File: src/rtl/nco_pkg.sv
// nco_pkg: shared mode encoding and quarter-sine table helpers for the NCO
package nco_pkg;

   typedef enum logic [1:0] {
      MODE_SINE   = 2'd0,
      MODE_SQUARE = 2'd1,
      MODE_SAW    = 2'd2,
      MODE_TRI    = 2'd3
   } mode_e;

   localparam real PI = 3.14159265358979323846;

   function automatic int full_scale(input int out_w);
      return (1 << (out_w - 1)) - 1;
   endfunction

   // Entry k of a 2^lut_aw quarter-wave table, rounded to nearest.
   function automatic int sine_entry(input int k, input int lut_aw, input int out_w);
      return $rtoi(real'(full_scale(out_w)) * $sin(PI * real'(k) / real'(2 ** (lut_aw + 1))) + 0.5);
   endfunction

endpackage

File: src/rtl/nco_quarter_lut.sv
// nco_quarter_lut: registered quarter-sine magnitude table (pipeline stage S2)
//   clk, rst : clock, synchronous active-high reset
//   addr     : quarter-table index
//   full     : select full scale instead of the table (index 2^LUT_AW)
//   mag      : registered unsigned magnitude
module nco_quarter_lut
   import nco_pkg::*;
#(
   parameter int LUT_AW = 6,
   parameter int OUT_W  = 16
) (
   input  logic              clk,
   input  logic              rst,
   input  logic [LUT_AW-1:0] addr,
   input  logic              full,
   output logic [OUT_W-1:0]  mag
);

   localparam logic [OUT_W-1:0] FS = OUT_W'(full_scale(OUT_W));

   logic [OUT_W-1:0] rom [2**LUT_AW];

   for (genvar i = 0; i < 2**LUT_AW; i++) begin : g_rom
      assign rom[i] = OUT_W'(sine_entry(i, LUT_AW, OUT_W));
   end

   always_ff @(posedge clk) begin
      if (rst) mag <= '0;
      else     mag <= full ? FS : rom[addr];
   end

endmodule

File: src/rtl/nco_wave.sv
// nco_wave: phase-accumulator NCO with sine/square/saw/triangle output
//   clk, rst   : clock, synchronous active-high reset
//   en         : advance the accumulator
//   ctrl       : frequency word, captured on ctrl_load
//   offset     : phase offset added before waveform generation
//   mode       : 0 sine, 1 square, 2 saw, 3 triangle
//   phase_clr  : zero the accumulator and apply any pending word
//   phase/wrap : accumulator value and carry pulse
//   wave_out   : signed sample, 3 cycles after phase; out_valid is en delayed 3
module nco_wave
   import nco_pkg::*;
#(
   parameter int PHASE_W     = 32,
   parameter int OUT_W       = 16,
   parameter int LUT_AW      = 6,
   parameter bit SYNC_UPDATE = 1'b1
) (
   input  logic                    clk,
   input  logic                    rst,
   input  logic                    en,
   input  logic [PHASE_W-1:0]      ctrl,
   input  logic                    ctrl_load,
   input  logic [PHASE_W-1:0]      offset,
   input  logic [1:0]              mode,
   input  logic                    phase_clr,
   output logic [PHASE_W-1:0]      phase,
   output logic                    wrap,
   output logic signed [OUT_W-1:0] wave_out,
   output logic                    out_valid
);

   localparam int PW1 = OUT_W + 1;
   localparam logic [OUT_W-1:0] FS = OUT_W'(full_scale(OUT_W));

   logic [PHASE_W-1:0] ctrl_active, pending;
   logic               pend_flag;
   logic [PHASE_W:0]   sum;
   logic               carry, apply;

   assign sum   = {1'b0, phase} + {1'b0, ctrl_active};
   assign carry = en & ~phase_clr & sum[PHASE_W];
   // A word loaded this cycle only becomes visible to apply next cycle.
   assign apply = pend_flag & (phase_clr | carry | !SYNC_UPDATE);

   always_ff @(posedge clk) begin
      if (rst) begin
         phase       <= '0;
         wrap        <= 1'b0;
         ctrl_active <= '0;
         pending     <= '0;
         pend_flag   <= 1'b0;
      end else begin
         phase     <= phase_clr ? '0 : en ? sum[PHASE_W-1:0] : phase;
         wrap      <= carry;
         pend_flag <= ctrl_load | (pend_flag & ~apply);
         if (apply) ctrl_active <= pending;
         if (ctrl_load) pending <= ctrl;
      end
   end

   // S1 keeps only the top OUT_W+1 bits of phase+offset; every waveform uses no more.
   logic [PW1-1:0] p1;
   mode_e          m1;
   logic           v1;

   always_ff @(posedge clk) begin
      if (rst) begin
         p1 <= '0;
         m1 <= MODE_SINE;
         v1 <= 1'b0;
      end else begin
         p1 <= PW1'((phase + offset) >> (PHASE_W - PW1));
         m1 <= mode_e'(mode);
         v1 <= en;
      end
   end

   logic [1:0]        quad;
   logic [LUT_AW-1:0] idx, addr;
   logic              full;
   logic [OUT_W-1:0]  tu, tv, w;

   assign quad = p1[PW1-1 -: 2];
   assign idx  = p1[PW1-3 -: LUT_AW];
   assign addr = quad[0] ? -idx : idx;
   // Odd quadrants at idx 0 would address 2^LUT_AW, one past the table.
   assign full = quad[0] & (idx == '0);
   assign tu   = p1[OUT_W-1:0];
   assign tv   = p1[PW1-1] ? ~tu : tu;

   always_comb begin
      w = (m1 == MODE_SQUARE) ? (p1[PW1-1] ? -FS : FS) :
          (m1 == MODE_SAW)    ? p1[PW1-1:1] :
                                {~tv[OUT_W-1], tv[OUT_W-2:0]};
   end

   logic [OUT_W-1:0] mag2, w2;
   mode_e            m2;
   logic             neg2, v2;

   nco_quarter_lut #(.LUT_AW(LUT_AW), .OUT_W(OUT_W)) u_lut (
      .clk  (clk),
      .rst  (rst),
      .addr (addr),
      .full (full),
      .mag  (mag2)
   );

   always_ff @(posedge clk) begin
      if (rst) begin
         w2        <= '0;
         m2        <= MODE_SINE;
         neg2      <= 1'b0;
         v2        <= 1'b0;
         wave_out  <= '0;
         out_valid <= 1'b0;
      end else begin
         w2        <= w;
         m2        <= m1;
         neg2      <= quad[1];
         v2        <= v1;
         wave_out  <= (m2 == MODE_SINE) ? (neg2 ? -mag2 : mag2) : w2;
         out_valid <= v2;
      end
   end

endmodule

File: config.mk
export PLATFORM = sky130hd
export DESIGN_NAME = nco_wave
export DESIGN_NICKNAME = d
export VERILOG_FILES = /design/src/rtl/nco_pkg.sv /design/src/rtl/nco_quarter_lut.sv /design/src/rtl/nco_wave.sv
export SDC_FILE = /design/constraint.sdc
export NUM_CORES = 1
export LEC_CHECK = 0
export ABC_AREA = 1
export CAP_MARGIN = 40
export CORE_MARGIN = 2
export CORE_UTILIZATION = 35
export CTS_BUF_LIST = sky130_fd_sc_hd__clkbuf_4 sky130_fd_sc_hd__clkbuf_8
export CTS_CLUSTER_SIZE = 20
export DETAILED_ROUTE_END_ITERATION = 6
export HOLD_SLACK_MARGIN = 0.08
export MAX_ROUTING_LAYER = met4
export PLACE_DENSITY = 0.51
export RECOVER_POWER = 100
export SYNTH_ARGS = -nofsm -noshare
export SYNTH_HDL_FRONTEND = slang
export SYNTH_HIERARCHICAL = 1
export SYNTH_SLANG_ARGS = --single-unit
export TNS_END_PERCENT = 10
File: constraint.sdc
create_clock -name clk -period 3.41 [get_ports clk]
set_input_delay 0.682 -clock clk [delete_from_list [all_inputs] [get_ports clk]]
set_output_delay 0.682 -clock clk [all_outputs]
set_load 0.01 [all_outputs]
==> run summary <==
The multiplexer share of the synthesized area is 0%. The sort of element at the start of the critical path is an input port. The worst flop-to-flop path endpoint is u_lut/mag[4]. The sequential share of the synthesized area is 29.2%. The clock reaches the later pin of the worst-skew pair after 480 ps.

The remaining antenna violation count came out at 0. The floorplan has 66 rows. For this run, the number of Yosys warnings is 6. Along the worst path, the maximum fanout reaches 32. Setup repair after global routing left no endpoint under its margin. The final reports fail on capacitance limit, slew limit.

The count of pins over their slew limit is 33. Port buffering added 120 buffers. The number of resized instances in the post-cts repair step is 0.

In the routed design, unresolved DRC markers number 0. The internal portion of total power is 3.47 mW. The upper clock frequency limit is 348 MHz. The DRC violation total after the first TritonRoute iteration is 819. The post-layout instance count excluding filler cells is 2395. The number of nets handed over by synthesis was 1997. The total power per unit cell area is 405 nW/um^2. The data arrival time at the worst-slack endpoint came out at 3230 ps. The tree is rooted in a sky130_fd_sc_hd__clkbuf_8. The worst setup path is of the in2reg kind. After synthesis, the largest family of logic cells by area is simple AND/OR/NAND/NOR gates. Across the VDD grid, the largest voltage drop is 271 uV. Between clock sinks in the finished design, the worst skew comes to 20.2 ps. The number of global-route vias before repair is 11200. The number of enable-type register cells in the synthesized netlist is 0.

The clock passes through at most 2 buffers. The final estimated routing congestion in global placement is 0.968. The core outline area came out at 32700 sq um.

Per report_power, the combinational group accounts for 30.0% of the total. The cell depth of the worst hold path is 2. The share of the synthesized netlist area taken by xor and xnor gates is 2.70%. After legalization and detailed placement, the total HPWL measured 30700 microns. The number of hold buffers added after CTS was 0. The via-per-instance ratio came out at 4.99. The mean cell area of the mapped netlist is 6.32 sq um. The worst setup margin is 535 ps.

Clock tree synthesis inserted a total of 17 buffers. The final net count came out at 2089. The relative slew slack came out at -9.63%. The pin count of the biggest net entering global routing came out at 66. The depth of the CTS H-tree is 4. The net switching fraction of the power is 36.9%.

The hold violation count in the final report is 0. The number of detailed-routing iterations run before antenna repair came out at 5. The average wire per standard cell is 16.3 microns. The post-synthesis share of cell area spent on and, or, nand and nor gates is 31.4%.

The transition time at the pin with the least slew margin came out at 1640 ps. The vertical die dimension came out at 187 microns. The share of final-layout standard cells stronger than drive strength 1 came out at 4.76%. The number of register bits inferred by synthesis is 170. TritonCTS built the clock tree. The run finished, with violations left. The area of the mapped netlist is 11700 sq um. The number of antenna violations at the first check in global routing is 4. The clock-pin slew on the worst setup and hold paths is 90 ps. The source of the worst hold timing path is v1. The design draws 5.51 mW. The number of cells on the worst reg-to-reg path is 10. The post-detailed-placement cell area is 13200 sq um. The worst reg-to-reg setup slack is 630 ps. Synthesis handed over a netlist of 1847 instances. In the finished design, the share of the clock period the worst path needs comes to 84.3%.

Subtracting the final worst setup slack from the clock period gives 2870 ps. Wires add up to 39100 microns. From left edge to right edge, the die measures 187 microns.

In the final timing run, aggregate negative setup slack is 0 ps. The analysis attributes to net switching a power of 2.03 mW. The total leakage power is 6.62 nW. The share of synthesized cell area in full adder, half adder and majority cells came out at 8.53%. The number of setup buffers added after CTS is 0. The total setup violations reported at the end of the flow came out at 0. The clock share of power came out at 28.2%.

The total overflow reported by the global router is 0. Clock tree synthesis found a total of 170 sinks. The fraction of synthesis flops using an asynchronous set or reset pin came out at 0%.

The placement-stage worst setup slack is 533 ps. The count of cell types in the netlist came out at 44. The global-route wire length before repair came out at 62000 microns.

The worst hold-check path type is reg2reg. The starting utilization of the core area came out at 35.7%. The launch point of the worst reg-to-reg path is p1[10]. The worst setup path is captured at a flip-flop. From synthesis to final layout, the design area changed by 16.5%. The via count came out at 12000. The final instance area came out at 13600 sq um.

The max-cap check violation count is 1. The most used flip-flop cell after synthesis is sky130_fd_sc_hd__dfxtp_1. The endpoint required time on the critical path is 3760 ps.

The hold path endpoint is v2. The total placed cells including tap cells came out at 2362. Pin placement for this block handled 121 I/O pins.

The total global-route track usage is 23.0%. The synthesized-area fraction occupied by ao, oa, aoi and oai cells came out at 17.8%. The die outline area came out at 34800 sq um. The relative contribution of sequential cells to total power came out at 41.8%.
[synthesized netlist by cell type, types with 5 or more instances]
cell type | count | area, sq um
sky130_fd_sc_hd__a21o_1 | 10 | 75.1
sky130_fd_sc_hd__a21oi_1 | 187 | 936
sky130_fd_sc_hd__a21oi_2 | 9 | 78.8
sky130_fd_sc_hd__a31oi_1 | 19 | 119
sky130_fd_sc_hd__buf_2 | 14 | 70.1
sky130_fd_sc_hd__buf_6 | 12 | 135
sky130_fd_sc_hd__clkbuf_1 | 41 | 154
sky130_fd_sc_hd__dfxtp_1 | 170 | 3400
sky130_fd_sc_hd__ha_1 | 78 | 976
sky130_fd_sc_hd__inv_1 | 198 | 743
sky130_fd_sc_hd__inv_2 | 5 | 18.8
sky130_fd_sc_hd__nand2_1 | 439 | 1650
sky130_fd_sc_hd__nand2_2 | 10 | 62.6
sky130_fd_sc_hd__nand3_1 | 136 | 681
sky130_fd_sc_hd__nand4_1 | 7 | 43.8
sky130_fd_sc_hd__nor2_1 | 269 | 1010
sky130_fd_sc_hd__nor3_1 | 15 | 75.1
sky130_fd_sc_hd__nor4_1 | 5 | 31.3
sky130_fd_sc_hd__o211ai_1 | 6 | 45.0
sky130_fd_sc_hd__o21ai_0 | 131 | 656
sky130_fd_sc_hd__o21bai_1 | 8 | 60.1
sky130_fd_sc_hd__xnor2_1 | 8 | 70.1
sky130_fd_sc_hd__xor2_1 | 28 | 245
[power groups by stage]
stage | sequential (mW) | clock [mW] | combinational (mW)
after floorplan | 2.31 | 0 | 1.15
final | 2.30 | 1.55 | 1.65
after global placement | 2.35 | 0 | 1.68
after detailed placement | 2.35 | 0 | 1.66
after CTS | 2.31 | 1.60 | 1.67
after global routing | 2.32 | 1.67 | 1.87
[per-layer routing]
metal	vias up	track usage [%]	share of wire, %
met4	0	7.08	2.4
met1	5413	31.4	49
met2	332	34.9	44
li1	6176	-	-
met5	-	-	0
met3	40	3.48	4.9
[state kept, by name, indices dropped and copies added (netlist names)]
register,count
w2,16
v2,1
u_lut/mag,15
p1,17
pend_flag,1
wave_out,16
pending,32
neg2,1
m1,2
v1,1
out_valid,1
phase,32
wrap,1
ctrl_active,32
m2,2
[kinds of logic (layout without fill, tap and decap cells)]
group,count (synthesis),count (layout)
compound gates,385,385
simple gates,895,895
fa+ha+maj,79,79
other cells,1,2
buf+inv,281,386
xor+xnor,36,36
flops,170,170
[worst max-delay path, stage by stage]
cell and delay, ps:
sky130_fd_sc_hd__clkbuf_1 620, sky130_fd_sc_hd__clkbuf_1 1250, sky130_fd_sc_hd__inv_1 320, sky130_fd_sc_hd__o21ai_0 230, sky130_fd_sc_hd__nor2_1 110
[cells in the final DEF, fill, tap and decap left out, types with 6 or more instances in the layout]
cell,count
sky130_fd_sc_hd__clkdlybuf4s50_1,68
sky130_fd_sc_hd__nand4_1,7
sky130_fd_sc_hd__o211ai_1,6
sky130_fd_sc_hd__ha_1,78
sky130_fd_sc_hd__nand2_1,442
sky130_fd_sc_hd__dfxtp_1,169
sky130_fd_sc_hd__o21bai_1,8
sky130_fd_sc_hd__xor2_1,27
sky130_fd_sc_hd__clkbuf_8,18
sky130_fd_sc_hd__nand3_1,136
sky130_fd_sc_hd__nand2_2,8
sky130_fd_sc_hd__a21oi_1,188
sky130_fd_sc_hd__xnor2_1,8
sky130_fd_sc_hd__o21ai_0,132
sky130_fd_sc_hd__inv_1,197
sky130_fd_sc_hd__a21o_1,10
sky130_fd_sc_hd__nor2_1,269
sky130_fd_sc_hd__a31oi_1,19
sky130_fd_sc_hd__dlygate4sd3_1,50
sky130_fd_sc_hd__buf_4,24
sky130_fd_sc_hd__nor3_1,15
sky130_fd_sc_hd__a21oi_2,8
[per-stage QoR]
step,hold slack [ps],util [%]
after floorplan,388,-
after global placement,391,40.4
after detailed placement,394,40.4
after CTS,407,41.7
after global routing,428,41.6
final,404,41.6
[worst max-delay path by stage]
| stage | start | to | slack [ps] |
|---|---|---|---|
| after CTS | p1[10] | u_lut/mag[4] | 870 |
| after floorplan | p1[9] | u_lut/mag[0] | 610 |
| after detailed placement | offset[16] | p1[2] | 530 |
| after global placement | offset[16] | p1[2] | 500 |
| after global routing | p1[10] | u_lut/mag[3] | 350 |
| final | rst | u_lut/mag[1] | 540 |
[cell type report]
cell class	count	area, sq um
Timing Repair Buffer	149	1390
Clock inverter	14	173
Sequential cell	170	3400
Multi-Input combinational cell	1396	7050
Antenna cell	1	2.50
Tap cell	442	553
Fill cell	3635	19100
Clock buffer	18	248
Inverter	205	772
Note: power is estimated with default switching activity, not from simulation.
==> RTL edit 1, RTL diff (same settings) <==
`LUT_AW` is set to 6 in 2 places; all go to 7.
--- a/src/rtl/nco_quarter_lut.sv
+++ b/src/rtl/nco_quarter_lut.sv
@@ -8,3 +8,3 @@
 #(
-   parameter int LUT_AW = 6,
+   parameter int LUT_AW = 7,
    parameter int OUT_W  = 16
--- a/src/rtl/nco_wave.sv
+++ b/src/rtl/nco_wave.sv
@@ -14,3 +14,3 @@
    parameter int OUT_W       = 16,
-   parameter int LUT_AW      = 6,
+   parameter int LUT_AW      = 7,
    parameter bit SYNC_UPDATE = 1'b1
Check against the original RTL: not equivalent (a bounded check fails within 4 cycles, from zero or initial values and one cycle with rst high).
==> RTL edit 1 against the original RTL <==
Global-route usage up 2.2 points. Clock power is 3% higher. Fmax is 7.2% lower. Wire length up 21%. Worst setup slack lost 220 ps. Design area is 9.6% higher. Sequential cell count is the same. Core utilization is 0.76 points lower. First-iteration DRC count grew 27%. Synthesized area up 11%. Power up 13%. Critical endpoint is now u_lut/mag[4]. Largest cell class unchanged. Highest routed layer unchanged.
==> RTL edit 1: results (changes against the original RTL) <==
STA
  – Hold Slack: 405.6 ps (was 404.4 ps)
  – Setup WS post-layout: 311.7 ps (was 535.3 ps)
  – Clk_skew: 25.54 ps (was 20.17 ps)
  – Worst slew pin tran: 1377 ps (was 1644 ps)

Cells and area
  – Multi-input combinational area share: 54.38% (was 51.87%)
  – Seq area share: 22.85% (was 25.04%)
  – Multi-In Gates: 1552 (was 1396)
  – Bufs w/o clock: 160 (was 149)
  – Data buffer area share: 10.24% (was 10.23%)
  – Nets: 2283 (was 2089)
  – Layout cells sized above 1: 8.645% (was 4.764%)
  – Final non-filler cell total: 2608 (was 2395)
  – Fillcell total: 3956 (was 3635)
  – Inverter count: 226 (was 205)
  – Sequential Area: 3407 um2 (was 3405 um2)

Global route
  – Met3 Track Usage GR: 2.789% (was 3.479%)
  – Global Route met1 Usage: 35.35% (was 31.44%)
  – Wire length of the first global-routing pass: 73770 um (was 62000 um)
  – Gr usage total: 25.25% (was 23.00%)

Logic synthesis
  – Post-synth cell types: 49 (was 44)
  – Seq/Total Area, Yosys: 26.28% (was 29.16%)
  – Synth Net Count: 2184 (was 1997)
  – Synth top area cells: dfxtp_1, nand2_1, ha_1 (was dfxtp_1, nand2_1, nor2_1)
  – Commonest cells in the synthesized netlist: nand2_1, nor2_1, inv_1 (unchanged)
  – Syn Area/Cell: 6.385 um2 (was 6.319 um2)

Worst setup path
  – Path depth of the worst reg2reg path: 14 (was 10)
  – Max FO, Critical Path: 22 (was 32)
  – Critical Path Max Stage Delay: 1070 ps (was 1250 ps)
  – Reg-to-Reg Start: p1[9] (was p1[10])
  – Worst R2R Setup Slack: 350 ps (was 630 ps)
  – Setup crit end: u_lut/mag[4] (was u_lut/mag[1])
  – Arrival time worst endpoint: 3450 ps (was 3230 ps)

Job
  – Max Cap Viol: 0 (was 1)

Placed design
  – Worst slack at placement: 535.3 ps (was 532.9 ps)
  – HPWL Detailed: 37070 um (was 30690 um)
  – Global placer's final weighted congestion: 0.9964 (was 0.9678)
  – Placed cell areas: 14600 um2 (was 13210 um2)

Routing
  – Via count: 13520 (was 11960)
  – WL met3: 2362 um (was 1911 um)
  – WL met2: 20710 um (was 17030 um)
  – DRT iter0 DRCs: 1043 (was 819)
  – Routed WL: 47330 um (was 39100 um)
  – Met1 WL: 23120 um (was 19220 um)

Status
  – Outcome: finished, final reports clean (was finished with violations)

Pwr
  – Max VDD drop: 253.9 uV (was 270.6 uV)
  – Leak: 7.246 nW (was 6.620 nW)
==> RTL edit 1: cell types whose count changed after synthesis, moves of 12 or more <==
cell	change
nor2_1	-18
a21oi_1	-25
nand2_1	+67
nor2_2	+30
nand3_2	+29
inv_1	+17
nand3_1	-14
a21oi_2	+29
o21ai_0	+21
buf_6	-12
==> RTL edit 1: cell families (layout without fill, tap and decap cells) <==
logic type | count (synthesis) | in the layout | synth area share [%]
DFF | 170 | 170 | 26.28
other | 1 | 1 | 0.02896
AOI/OAI and AO/OA | 422 | 422 | 18.52
adders and majority gates | 85 | 85 | 8.271
xor gates and xnor gates | 38 | 38 | 2.570
buffers and inverters | 306 | 418 | 10.43
and+or+nand+nor | 1006 | 1006 | 33.90
==> RTL edit 1: power by group <==
part           internal, mW  switching [mW]
Sequential             2.17           0.159
Combinational         0.786            1.49
Clock                 0.754           0.845
Total                  3.71            2.50
==> RTL edit 2, RTL diff (same flow settings) <==
Made on the original files. Make the reset (`rst`) asynchronous in 4 clocked blocks. Comments in the files are not updated.
--- a/src/rtl/nco_quarter_lut.sv
+++ b/src/rtl/nco_quarter_lut.sv
@@ -26,3 +26,3 @@
 
-   always_ff @(posedge clk) begin
+   always_ff @(posedge clk or posedge rst) begin
       if (rst) mag <= '0;
--- a/src/rtl/nco_wave.sv
+++ b/src/rtl/nco_wave.sv
@@ -44,3 +44,3 @@
 
-   always_ff @(posedge clk) begin
+   always_ff @(posedge clk or posedge rst) begin
       if (rst) begin
@@ -65,3 +65,3 @@
 
-   always_ff @(posedge clk) begin
+   always_ff @(posedge clk or posedge rst) begin
       if (rst) begin
@@ -108,3 +108,3 @@
 
-   always_ff @(posedge clk) begin
+   always_ff @(posedge clk or posedge rst) begin
       if (rst) begin
Formal check against the unedited RTL: differs if rst is asserted again (counterexample within 4 cycles, from zero or initial values and one cycle with rst high); with rst held inactive, the same outputs for 4 cycles.
==> RTL edit 2 against the original RTL <==
The run still ends with max-capacitance violations, max-slew violations left. Sequential share of layout area up 5.6 points. Wire length fell by 4.4%. Design area is 2.1% higher. Synthesized area is 0.78% higher. Worst setup slack worse by 73 ps. Hold slack got worse by 42 ps. Via count down 8.9%. Synthesized cell count shrank 12%. Sequential cell count unchanged. Largest cell class unchanged. Highest routed layer unchanged.
Power is not compared: it rests on default switching activity, and its combinational part moved more than twofold at a synthesized area within 25%.
==> RTL edit 2: results (changes against the original RTL) <==
Status
  – Outcome: finished with violations (unchanged)
  – Failing checks: max-capacitance violations, max-slew violations (unchanged)

Routing
  – Routed WL: 37380 um (was 39100 um)
  – DR vias/cell: 4.945 (was 4.994)
  – WL met2: 19420 um (was 17030 um)
  – Routed WL per cell: 16.97 um (was 16.32 um)
  – DRT iter0 DRCs: 618 (was 819)
  – WL met3: 1063 um (was 1911 um)
  – Met1 WL: 15750 um (was 19220 um)

CTS
  – Worst-Skew Late Latency: 500 ps (was 480 ps)
  – CTS clk-pin slew, worst paths: 110 ps (was 90 ps)

Logic synthesis
  – Asr flop ratio synth: 100.0% (was 0%)
  – Synth Net Count: 1771 (was 1997)
  – Syn Area/Cell: 7.256 um2 (was 6.319 um2)
  – Post-synth cell types: 45 (was 44)
  – Seq/Total Area, Yosys: 36.17% (was 29.16%)

Worst setup path
  – Setup CP Type: flip-flop to flip-flop (was input pin to flip-flop)
  – Reg-to-Reg Start: p1[9] (was p1[10])
  – Max FO, Critical Path: 34 (was 32)
  – Critical Path Max Stage Delay: 570 ps (was 1250 ps)
  – Arrival time worst endpoint: 3320 ps (was 3230 ps)
  – Reg-to-reg endpoint: u_lut/mag[9] (was u_lut/mag[4])

Placed design
  – HPWL Detailed: 30410 um (was 30690 um)
  – Worst slack at placement: 411.2 ps (was 532.9 ps)

STA
  – Slew Limit Fails: 95 (was 33)
  – Clk_skew: 18.37 ps (was 20.17 ps)
  – Setup WS post-layout: 462.0 ps (was 535.3 ps)

Job
  – Max Cap Viol: 2 (was 1)

Global route
  – Wire length of the first global-routing pass: 59840 um (was 62000 um)

Cells and area
  – Antenna fix cells: 0 (was 1)
RTL edit 2: changes by cell type after synthesis, moves of 16 or more:
cell / unedited run / this run
a21oi_1: 187 / 109
a31oi_1: 19 / 3
clkbuf_1: 41 / 17
dfrtp_1: 0 / 170
dfxtp_1: 170 / 0
inv_1: 198 / 143
mux2_2: 0 / 32
nand2_1: 439 / 517
nor2_1: 269 / 133
o21ai_0: 131 / 83
RTL edit 2: worst min path at each step:
| stage | slack (ps) | cells past startpoint | end | start |
|---|---|---|---|---|
| 2_1_floorplan | 330 | 0 | out_valid | v2 |
| 3_3_place_gp | 340 | 0 | out_valid | v2 |
| 3_5_place_dp | 340 | 0 | out_valid | v2 |
| 4_1_cts | 360 | 0 | out_valid | v2 |
| 5_1_grt | 380 | 0 | out_valid | v2 |
| 6_report | 360 | 0 | out_valid | v2 |
RTL edit 2: per-stage QoR:
step,total power [mW],area [um2],utilization [%],hold slack [ps]
after floorplan,7.571,11770,-,331.2
after global placement,10.09,13530,40.65,338.5
after detailed placement,10.04,13530,40.65,336.5
after CTS,11.68,13970,41.98,362.1
after global routing,12.50,13890,41.73,380.9
final,11.47,13890,41.73,362.1
RTL edit 2: logic make-up (layout without fill, tap and decap cells):
group	count (synthesis)	in the layout	share of synthesized area (%)
flops	170	170	36.17
other cells	1	1	0.03188
xor+xnor	44	44	3.276
fa+ha+maj	79	79	8.467
compound gates	247	247	11.74
simple gates	852	852	30.29
buf+inv	196	330	6.957
mux	32	32	3.064
RTL edit 2: power by group:
group / total (mW) / internal [mW] / switching [mW]
Sequential: 3.08 / 2.60 / 0.479
Clock: 1.60 / 0.756 / 0.847
Combinational: 6.79 / 2.38 / 4.41
RTL edit 2: layout make-up:
cell class	count	share of cell area, %
clock buffer	17	1.685
clock inverter	15	1.496
sequential	170	30.63
tap	448	4.036
inverter	154	4.172
multi-input combinational	1255	47.96
timing repair buffer	144	10.02
RTL edit 2: routing by layer:
layer	GRT usage (%)	vias up
met3	3.171	68
met1	25.50	5045
met4	9.249	0
met5	-	-
li1	-	5554
met2	40.11	226
